===== config.mk =====
export PLATFORM = sky130hd
export DESIGN_NAME = adc_capture_ctrl
export DESIGN_NICKNAME = d
export VERILOG_FILES = /design/src/rtl/adc_capture_ctrl.sv
export SDC_FILE = /design/constraint.sdc
export NUM_CORES = 1
export LEC_CHECK = 0
export ABC_AREA = 1
export BUFFER_PORTS_ARGS = -buffer_cell sky130_fd_sc_hd__buf_2
export CAP_MARGIN = 40
export CORE_MARGIN = 4
export CORE_UTILIZATION = 55
export DETAILED_ROUTE_END_ITERATION = 12
export PLACE_DENSITY = 0.76
export SLEW_MARGIN = 20
export SYNTH_ARGS = -nofsm -noshare
export SYNTH_HDL_FRONTEND = slang
export SYNTH_SLANG_ARGS = --single-unit

===== constraint.sdc =====
create_clock -name clk -period 3 [get_ports clk]
set_clock_uncertainty 0.05 [all_clocks]
set_input_delay 0.15 -clock clk [delete_from_list [all_inputs] [get_ports clk]]
set_output_delay 0.15 -clock clk [all_outputs]
set_load 0.02 [all_outputs]

===== src/rtl/adc_capture_ctrl.sv =====
// rtl/adc_capture_ctrl.sv - decimating circular-buffer capture controller for the scope sample RAM
// Optional auto-trigger timeout (mode 01) is built only when CAP_AUTO_EN is defined.
module adc_capture_ctrl #(
  parameter int ADDR_W  = 9,
  parameter int DEC_W   = 4,
  parameter int AUTO_TO = 4096
) (
  input  logic              clk,
  input  logic              rst_n,
  input  logic              start,
  input  logic              stop,
  input  logic [1:0]        mode,
  input  logic              trig,
  input  logic [ADDR_W-1:0] trig_pos,
  input  logic [DEC_W-1:0]  decimator,
  input  logic              smpl_vld,
  input  logic              clr_cap_done,
  output logic              we,
  output logic [ADDR_W-1:0] waddr,
  output logic              armed,
  output logic              capture_done,
  output logic [ADDR_W-1:0] trace_end,
  output logic              auto_trigd,
  output logic              busy
);

  localparam int DEPTH = 2 ** ADDR_W;
  localparam int DC_W  = (2 ** DEC_W) - 1;

  if (AUTO_TO < 1) begin : g_bad_auto_to
    $error("AUTO_TO must be at least 1");
  end

  typedef enum logic [2:0] {S_IDLE, S_PRE, S_ARMED, S_POST, S_DONE} state_t;

  state_t              state, state_nxt;
  logic [DC_W-1:0]     dec_cnt, dec_max;
  logic [ADDR_W:0]     smpl_cnt;
  logic [ADDR_W-1:0]   trig_cnt;
  logic [ADDR_W+1:0]   arm_sum;
  logic                keep, capturing, arm_reach, post_reach, auto_fire;
  logic [ADDR_W-1:0]   last_addr, trace_val;
  logic                clr_cnts, clr_waddr, clr_flag, done_set, trace_ld;

  // Keep one sample when the count reaches 2**decimator - 1.
  assign dec_max   = ~({DC_W{1'b1}} << decimator);
  assign keep      = smpl_vld && (dec_cnt == dec_max);
  assign capturing = (state == S_PRE) || (state == S_ARMED) || (state == S_POST);
  assign we        = keep && capturing;
  assign armed     = (state == S_ARMED);
  assign busy      = (state != S_IDLE);

  assign arm_sum    = (ADDR_W+2)'(smpl_cnt) + (ADDR_W+2)'(trig_pos) + (ADDR_W+2)'(1);
  assign arm_reach  = arm_sum >= (ADDR_W+2)'(DEPTH);
  assign post_reach = (trig_cnt + ADDR_W'(1)) == trig_pos;
  // A keep coincident with trig is still a pre-trigger sample.
  assign last_addr  = we ? waddr : waddr - ADDR_W'(1);

`ifdef CAP_AUTO_EN
  localparam int AC_W = $clog2(AUTO_TO + 1);
  logic [AC_W-1:0] auto_cnt;
  logic            auto_set;

  assign auto_fire = (mode == 2'b01) && we && (state == S_ARMED) &&
                     ((auto_cnt + AC_W'(1)) == AC_W'(AUTO_TO));

  always_ff @(posedge clk or negedge rst_n) begin
    if (!rst_n) begin
      auto_cnt   <= '0;
      auto_trigd <= 1'b0;
    end else begin
      if (clr_cnts)
        auto_cnt <= '0;
      else if (we && state == S_ARMED)
        auto_cnt <= auto_cnt + AC_W'(1);
      if (clr_flag)
        auto_trigd <= 1'b0;
      else if (auto_set)
        auto_trigd <= 1'b1;
    end
  end
`else
  assign auto_fire  = 1'b0;
  assign auto_trigd = 1'b0;
`endif

  always_comb begin
    state_nxt = state;
    clr_cnts  = 1'b0;
    clr_waddr = 1'b0;
    clr_flag  = 1'b0;
    done_set  = 1'b0;
    trace_ld  = 1'b0;
    trace_val = waddr;
`ifdef CAP_AUTO_EN
    auto_set  = 1'b0;
`endif
    case (state)
      S_IDLE: begin
        if (start && !stop) begin
          state_nxt = S_PRE;
          clr_cnts  = 1'b1;
          clr_waddr = 1'b1;
          clr_flag  = 1'b1;
        end
      end
      S_PRE: begin
        if (stop)
          state_nxt = S_IDLE;
        else if (we && arm_reach)
          state_nxt = S_ARMED;
      end
      S_ARMED: begin
        if (stop) begin
          state_nxt = S_IDLE;
        end else if (trig || auto_fire) begin
`ifdef CAP_AUTO_EN
          auto_set = auto_fire && !trig;
`endif
          if (trig_pos != '0) begin
            state_nxt = S_POST;
          end else begin
            state_nxt = S_DONE;
            done_set  = 1'b1;
            trace_ld  = 1'b1;
            trace_val = last_addr;
          end
        end
      end
      S_POST: begin
        if (stop) begin
          state_nxt = S_IDLE;
        end else if (we && post_reach) begin
          state_nxt = S_DONE;
          done_set  = 1'b1;
          trace_ld  = 1'b1;
          trace_val = waddr;
        end
      end
      S_DONE: begin
        if (clr_cap_done) begin
          clr_cnts = 1'b1;
          if (mode == 2'b10) begin
            state_nxt = S_IDLE;
          end else begin
            state_nxt = S_PRE;
            clr_flag  = 1'b1;
          end
        end
      end
      default: state_nxt = S_IDLE;
    endcase
  end

  always_ff @(posedge clk or negedge rst_n) begin
    if (!rst_n) begin
      state        <= S_IDLE;
      dec_cnt      <= '0;
      waddr        <= '0;
      smpl_cnt     <= '0;
      trig_cnt     <= '0;
      trace_end    <= '0;
      capture_done <= 1'b0;
    end else begin
      state <= state_nxt;

      if (clr_cnts || keep)
        dec_cnt <= '0;
      else if (smpl_vld)
        dec_cnt <= dec_cnt + DC_W'(1);

      if (clr_waddr)
        waddr <= '0;
      else if (we)
        waddr <= waddr + ADDR_W'(1);

      if (clr_cnts)
        smpl_cnt <= '0;
      else if (we && state == S_PRE)
        smpl_cnt <= smpl_cnt + (ADDR_W+1)'(1);

      if (clr_cnts)
        trig_cnt <= '0;
      else if (we && state == S_POST)
        trig_cnt <= trig_cnt + ADDR_W'(1);

      if (trace_ld)
        trace_end <= trace_val;

      if (done_set)
        capture_done <= 1'b1;
      else if (clr_cap_done)
        capture_done <= 1'b0;
    end
  end

endmodule


==> metrics.txt, run 1 <==
WS Path Type flip-flop to flip-flop; Power Density 500 mW/mm^2; flop2flop setup slack 0.70 ns; residual overflow from global routing 0; Worst Setup End Kind flip-flop; Final Wtd Congestion between 0.8 and 0.9; Post-DP HPWL 8.53 mm; reg2reg end dec_cnt[4]$_DFFE_PN0P_; die area 0.00935 sq mm; n_diodes 0; Synth area leaders dfrtp_1 32%, nand2_1 14%, nand3_1 8.4%; final hold vios 0; crit path capture dec_cnt[4]$_DFFE_PN0P_; Peak supply drop 0.340 mV; core area 0.00769 sq mm; status finished clean; reg2reg path depth 11; sequential-to-total area share from yosys stat 0.324; DR vias/cell 5.56; Die Wd 96.7 um; Num Clock Sinks 56; chip height between 90 and 100 um; utilization after layout 0.612; I/O pins between 40 and 50; hold depth 4; vias in the first global route 4219; Warnings, synthesis 0; initial antenna violation count 0; # Max-Cap Violations 0; Critical path origin state[1]$_DFFE_PN0P_; ratio of final minimum period to clock period 0.767; RSZ-0062 raised after global routing false; min Tclk post-route roughly 2.3 ns; Setup-failing EPs final 0; critical path required time 3.21 ns; largest net degree at the start of global routing 25; Multi-input gate area 0.00251 sq mm; # fillers 734; Root Driver clkbuf_8; Arr. time, crit path 2.51 ns; port bufs between 40 and 50; iteration count of the initial detailed-routing pass 7; commonest non-fill, non-tap cell in the layout nand2_1; Reg area approximately 0.0014 sq mm; share of layout cells above drive strength 1 0.126; Yosys reg bits 56; CTS tree done; Critical Path Source Type flip-flop; asr flop ratio synth 1.00; worst r2r src state[1]$_DFFE_PN0P_; setup TNS 0 ns; WL/cell 13.7 um; Worst Hold Class input port to flip-flop; Synth Area per Inst 6.74 sq um; DRC 0; first-pass GRT wire length ~19 mm; clk slew on worst S/H paths between 0.1 and 0.15 ns; Yosys top cell area share 0.324; Max Root-Sink Buffers 2; Syn Std Cell Area 0.00433 sq mm; Nets 720; post-synthesis cell count 642; f_max 0.435 GHz; Cell variety after synth 42; EDFF count, synth 0; slew at the pin closest to its max-slew limit 0.554 ns; leakage roughly 0.0024 uW; clk_lat worst skew 0.32 ns; routed via count 4372; leading area contributor after synthesis dfrtp_1; htree depth 2; Initial Util 0.563; Post-CTS Resized 0; syn nets around 680; drt total wl approximately 11 mm; headroom to the max-slew limit 0.627; post-route ant nets 0; most frequent cells in the layout 165 x nand2_1, 85 x inv_1, 73 x nand3_1, 69 x nor2_1, 56 x dfrtp_1; max-slew violations 0; number of cell rows 32; Main synth FF type dfrtp_1; total global routing track utilization 0.237; initial DRC count approximately 290; Num CTS Buffers 5; crit-path max FO 15; synth-to-layout area growth 8.76%
worst max-delay path: stages, from the launching register on:
cell     delay (ns)
dfrtp_1        0.45
nor2_2         0.18
inv_1          0.09
nor2_2         0.12
nand3_1        0.24
o21ai_2        0.22
nor2_4         0.13
nand2_2        0.25
nand3_1        0.16
o21ai_0        0.20
inv_1          0.06
nor2_1         0.08
cell families (layout without fill, tap and decap cells):
group / Yosys count / count (layout) / synth area share
buffers and inverters: 100 / 143 / 0.0954
adder cells (fa/ha/maj): 14 / 14 / 0.0405
AND/OR/NAND/NOR: 381 / 381 / 0.408
flip-flops: 56 / 56 / 0.324
other: 1 / 1 / 0.000866
XOR/XNOR: 19 / 19 / 0.0385
AO/OA/AOI/OAI: 71 / 71 / 0.0928
synth_stat cells, types with 3 or more instances:
cell	instances
nor2_4	5
nor2_2	6
o22ai_1	7
ha_1	14
nand2_1	165
nor2_1	69
buf_6	3
buf_2	3
o21ai_2	5
nor3_1	17
inv_1	85
a21oi_1	18
clkbuf_1	3
xor2_1	17
nor4_1	7
nand2_2	7
nand4_1	19
nand3b_1	3
o21ai_0	34
nand3_1	73
dfrtp_1	56
metrics by stage:
step / worst slack, ns / hold slack [ns] / area, sq um / cells / total power [uW]
after floorplan: 1.06 / -0.196 / 4330 / 642 / 1680
after global placement: 0.771 / 0.111 / 4610 / 778 / 1900
after detailed placement: 0.715 / 0.118 / 4610 / 778 / 1920
after CTS: 0.709 / 0.0814 / 4710 / 787 / 2360
after global routing: 0.383 / 0.0940 / 4710 / 787 / 2550
final: 0.699 / 0.0668 / 4710 / 787 / 2350
where the power goes:
part | leakage [uW] | switching [uW] | internal [uW] | total, uW
combinational | 0.00157 | 612 | 296 | 908
sequential | 0.000753 | 141 | 871 | 1010
clock | 0.0000456 | 267 | 168 | 435
worst min-delay path by stage:
| stage | startpoint | endpoint | slack, ns |
|---|---|---|---|
| after CTS | clr_cap_done | capture_done$_DFFE_PN0P_ | 0.08 |
| after floorplan | rst_n | capture_done$_DFFE_PN0P_ | -0.20 |
| after global placement | rst_n | trace_end[5]$_DFFE_PN0P_ | 0.11 |
| after global routing | clr_cap_done | capture_done$_DFFE_PN0P_ | 0.09 |
| final | clr_cap_done | capture_done$_DFFE_PN0P_ | 0.07 |
| after detailed placement | rst_n | trace_end[6]$_DFFE_PN0P_ | 0.12 |
area by class of cell:
cell class              instances  share of cell area
multi-input cells             486               0.534
clock inverters                 2             0.00292
inverters                      89              0.0718
well taps                     102              0.0271
clock buffers                   6              0.0154
flip-flops and latches         56               0.298
repair buffers                 46              0.0510
per-layer routing:
metal | part of all wire | vias up | GRT usage
li1 | - | 2174 | -
met1 | 0.44 | 1984 | 0.306
met2 | 0.47 | 187 | 0.405
met3 | 0.072 | 27 | 0.0382
met4 | 0.022 | 0 | 0.0778
met5 | 0 | - | 0
repair_timing:
item | in CTS | in global routing
endpoints found under the hold margin | 22 | 0
hold buffers | 1 | 0
setup buffers | 0 | 0
sequential cells by signal (all words and copies together), names as in the netlist:
register and count:
dec_cnt 15, state 3, smpl_cnt 10, trig_cnt 9, capture_done 1, waddr 9
trace_end 9
Note: power is estimated with default switching activity, not from simulation.
==> run 2: changes to the inputs <==
--- a/config.mk
+++ b/config.mk
@@ -5,13 +5,13 @@
 export SDC_FILE = /design/constraint.sdc
 export NUM_CORES = 1
 export LEC_CHECK = 0
-export ABC_AREA = 1
+export ABC_AREA = 0
 export BUFFER_PORTS_ARGS = -buffer_cell sky130_fd_sc_hd__buf_2
 export CAP_MARGIN = 40
 export CORE_MARGIN = 4
 export CORE_UTILIZATION = 55
 export DETAILED_ROUTE_END_ITERATION = 12
-export PLACE_DENSITY = 0.76
+export PLACE_DENSITY = 0.77
 export SLEW_MARGIN = 20
 export SYNTH_ARGS = -nofsm -noshare
 export SYNTH_HDL_FRONTEND = slang
==> constraint.sdc (replaced) <==
create_clock -name clk -period 2.2 [get_ports clk]
set_clock_uncertainty 0.05 [all_clocks]
set_input_delay 0.11 -clock clk [delete_from_list [all_inputs] [get_ports clk]]
set_output_delay 0.11 -clock clk [all_outputs]
set_load 0.02 [all_outputs]
==> metrics.txt, run 2 <==
critical path required time around 2.4 ns; first-pass GRT wire length 18.2 mm; vias in the first global route 3936; largest net degree at the start of global routing 33; # Max-Cap Violations 0; Syn Std Cell Area between 0.003 and 0.004 sq mm; min Tclk post-route about 2.7 ns; P_sw 934 uW; initial DRC count 250; WP buf/inv 2; Max stage delay cell, worst path a2111o_1; asr flop ratio synth 1.00; I/O pins 45; Initial Util 0.566; CP peak stage delay 0.48 ns; ratio of final minimum period to clock period 1.22; leading area contributor after synthesis dfrtp_1; status complete, but fails checks; residual overflow from global routing 0; Setup-failing EPs final 56; Main synth FF type dfrtp_1; Final Wtd Congestion 0.948; Largest Register dec_cnt; Nets 615; post-route ant nets 0; chip height a little over 90 um; Num Clock Sinks 56; Max Root-Sink Buffers 2; Power Density between 400 and 500 mW/mm^2; syn nets 488; Warnings, synthesis 0; f_max 0.374 GHz; Root Driver clkbuf_8; placed inst area 0.00474 sq mm; Critical Path Source Type flip-flop; Pwr Total about 2700 uW; post-synthesis cell count 452; Cell variety after synth 65; CTS tree done; slew at the pin closest to its max-slew limit 0.769 ns; power share of the clock group 0.263; largest registers dec_cnt: 15 flops, smpl_cnt: 10 flops; iteration count of the initial detailed-routing pass 6; most numerous cell in the Yosys netlist nor2_1; Yosys reg bits 56; CP cell instances buf_4 -> and4_2 -> and2_4 -> nand3_1 -> or3_1 -> a2111o_1 -> o31ai_4 -> buf_6 -> mux2_2; DRC 0; setup slack after layout -0.477 ns; Gate power share 0.307; crit-path max FO 7; drt total wl 12.2 mm; port bufs 43; violated checks setup timing; max-slew violations 0; sequential-to-total area share from yosys stat 0.366; number of cell rows 30; Die Wd roughly 90 um; utilization after layout 0.801; WS Path Type flip-flop to flip-flop; WL/cell 18.6 um; Num CTS Buffers 5; most frequent cells in the layout 78 x buf_4, 69 x nor2_1, 54 x dfrtp_1, 42 x buf_2, 28 x xnor2_1; DR vias/cell 6.19; Worst Setup End Kind flip-flop; Reg power frac 0.429; leakage around 0.0025 uW; core area approximately 0.0068 sq mm; Peak supply drop 0.450 mV; Post-DP HPWL 7.69 mm; Synth area leaders dfrtp_1 37%, xnor2_1 7.6%, nor2_1 7.4%; headroom to the max-slew limit 0.487; EDFF count, synth 0; die area 0.00835 sq mm; post-route cell area 0.00541 sq mm; htree depth 2; # fillers slightly above 400; synth cell count leaders 75 x nor2_1, 56 x dfrtp_1, 33 x xnor2_1; Worst Hold Class input port to flip-flop; final hold vios 0; Arr. time, crit path about 2.9 ns; clk_lat worst skew 0.33 ns; RSZ-0062 raised after global routing true; synth-to-layout area growth 41.6%; n_diodes 0; Internal about 1700 uW; max reg flops 15; share of layout cells above drive strength 1 0.391; initial antenna violation count 0; clk slew on worst S/H paths about 0.12 ns; Synth Area per Inst 8.46 sq um; Yosys top cell area share 0.366; Largest delay share family, worst path simple AND/OR/NAND/NOR gates; total global routing track utilization 0.269; routed via count 4087; placed cell count roughly 630; commonest non-fill, non-tap cell in the layout buf_4; Sw Ratio 0.349; Post-Place Worst Slack -0.679 ns; non-filler instance count after layout 660
run 2: changes by cell type after synthesis, moves of 6 or more:
cell / previous run / this run
nor2_2: 6 / 0
nand3_1: 73 / 19
nand2_1: 165 / 27
nor2_1: 69 / 75
xnor2_1: 2 / 33
and3_1: 0 / 6
clkbuf_1: 3 / 12
nand2b_1: 0 / 6
inv_1: 85 / 19
o21ai_0: 34 / 24
nand2_2: 7 / 0
run 2: cell type report:
| type | count | area, sq um | area share |
|---|---|---|---|
| clock buffer | 5 | 68.8 | 0.0127 |
| clock inverter | 3 | 42.5 | 0.00786 |
| inverter | 20 | 80.1 | 0.0148 |
| multi-input combinational | 355 | 2660 | 0.492 |
| sequential | 56 | 1400 | 0.259 |
| tap | 80 | 100 | 0.0185 |
| timing repair buffer | 141 | 1060 | 0.195 |
run 2: power groups by stage:
stage / combinational, uW / sequential (uW) / clock [uW]
after detailed placement: 709 / 1160 / 0
after global routing: 883 / 1150 / 752
after floorplan: 404 / 1160 / 0
final: 822 / 1150 / 705
after global placement: 694 / 1160 / 0
after CTS: 737 / 1140 / 714
run 2: what timing repair did:
| item | CTS | global route |
|---|---|---|
| endpoints found under the hold margin | 31 | 0 |
| setup buffers | 13 | 6 |
| resized for setup | 42 | 56 |
| hold buffers | 2 | 0 |
| pin swaps | 33 | 22 |
| endpoints found under the setup margin | 56 | 55 |
run 2: routing by layer:
layer	up-vias	global-route usage	wire (um)
li1	1852	-	-
met1	1971	0.324	4580
met2	211	0.471	6470
met3	53	0.0389	746
met4	0	0.119	456
met5	-	0	0
run 2: path summary, 6_finish.rpt:
kind	to	startpoint	depth (start not counted)	slack [ns]
max in group asynchronous	smpl_cnt[8]$_DFFE_PN0P_	rst_n	3	1.05
min in group asynchronous	capture_done$_DFFE_PN0P_	rst_n	2	0.34
hold / removal	state[1]$_DFFE_PN0P_	stop	4	0.16
setup reg to reg	trace_end[8]$_DFFE_PN0P_	trig_cnt[0]$_DFFE_PN0P_	9	-0.48
setup / recovery	trace_end[8]$_DFFE_PN0P_	trig_cnt[0]$_DFFE_PN0P_	9	-0.48
hold reg to reg	trace_end[6]$_DFFE_PN0P_	trace_end[6]$_DFFE_PN0P_	1	0.47
run 2: through the flow:
step / hold WS, ns / setup TNS, ns
after CTS: 0.0884 / -5.73
final: 0.162 / -8.60
after detailed placement: 0.162 / -11.62
after global placement: 0.156 / -8.91
after floorplan: -0.236 / -4.70
after global routing: 0.204 / -13.08
run 2: worst min-delay path, stage by stage:
cell and delay [ns]:
buf_2 0.13, nor4_1 0.07, a21oi_1 0.11, a21boi_0 0.09
run 2: logic make-up (layout without fill, tap and decap cells):
kind of cell,after synthesis,count (layout),share of synthesized area
buffers and inverters,41,169,0.0435
flip-flops,56,56,0.366
AND/OR/NAND/NOR,207,207,0.274
AO/OA/AOI/OAI,77,77,0.137
adder cells (fa/ha/maj),15,15,0.0484
multiplexers,9,9,0.0249
XOR/XNOR,46,46,0.105
other,1,1,0.000981
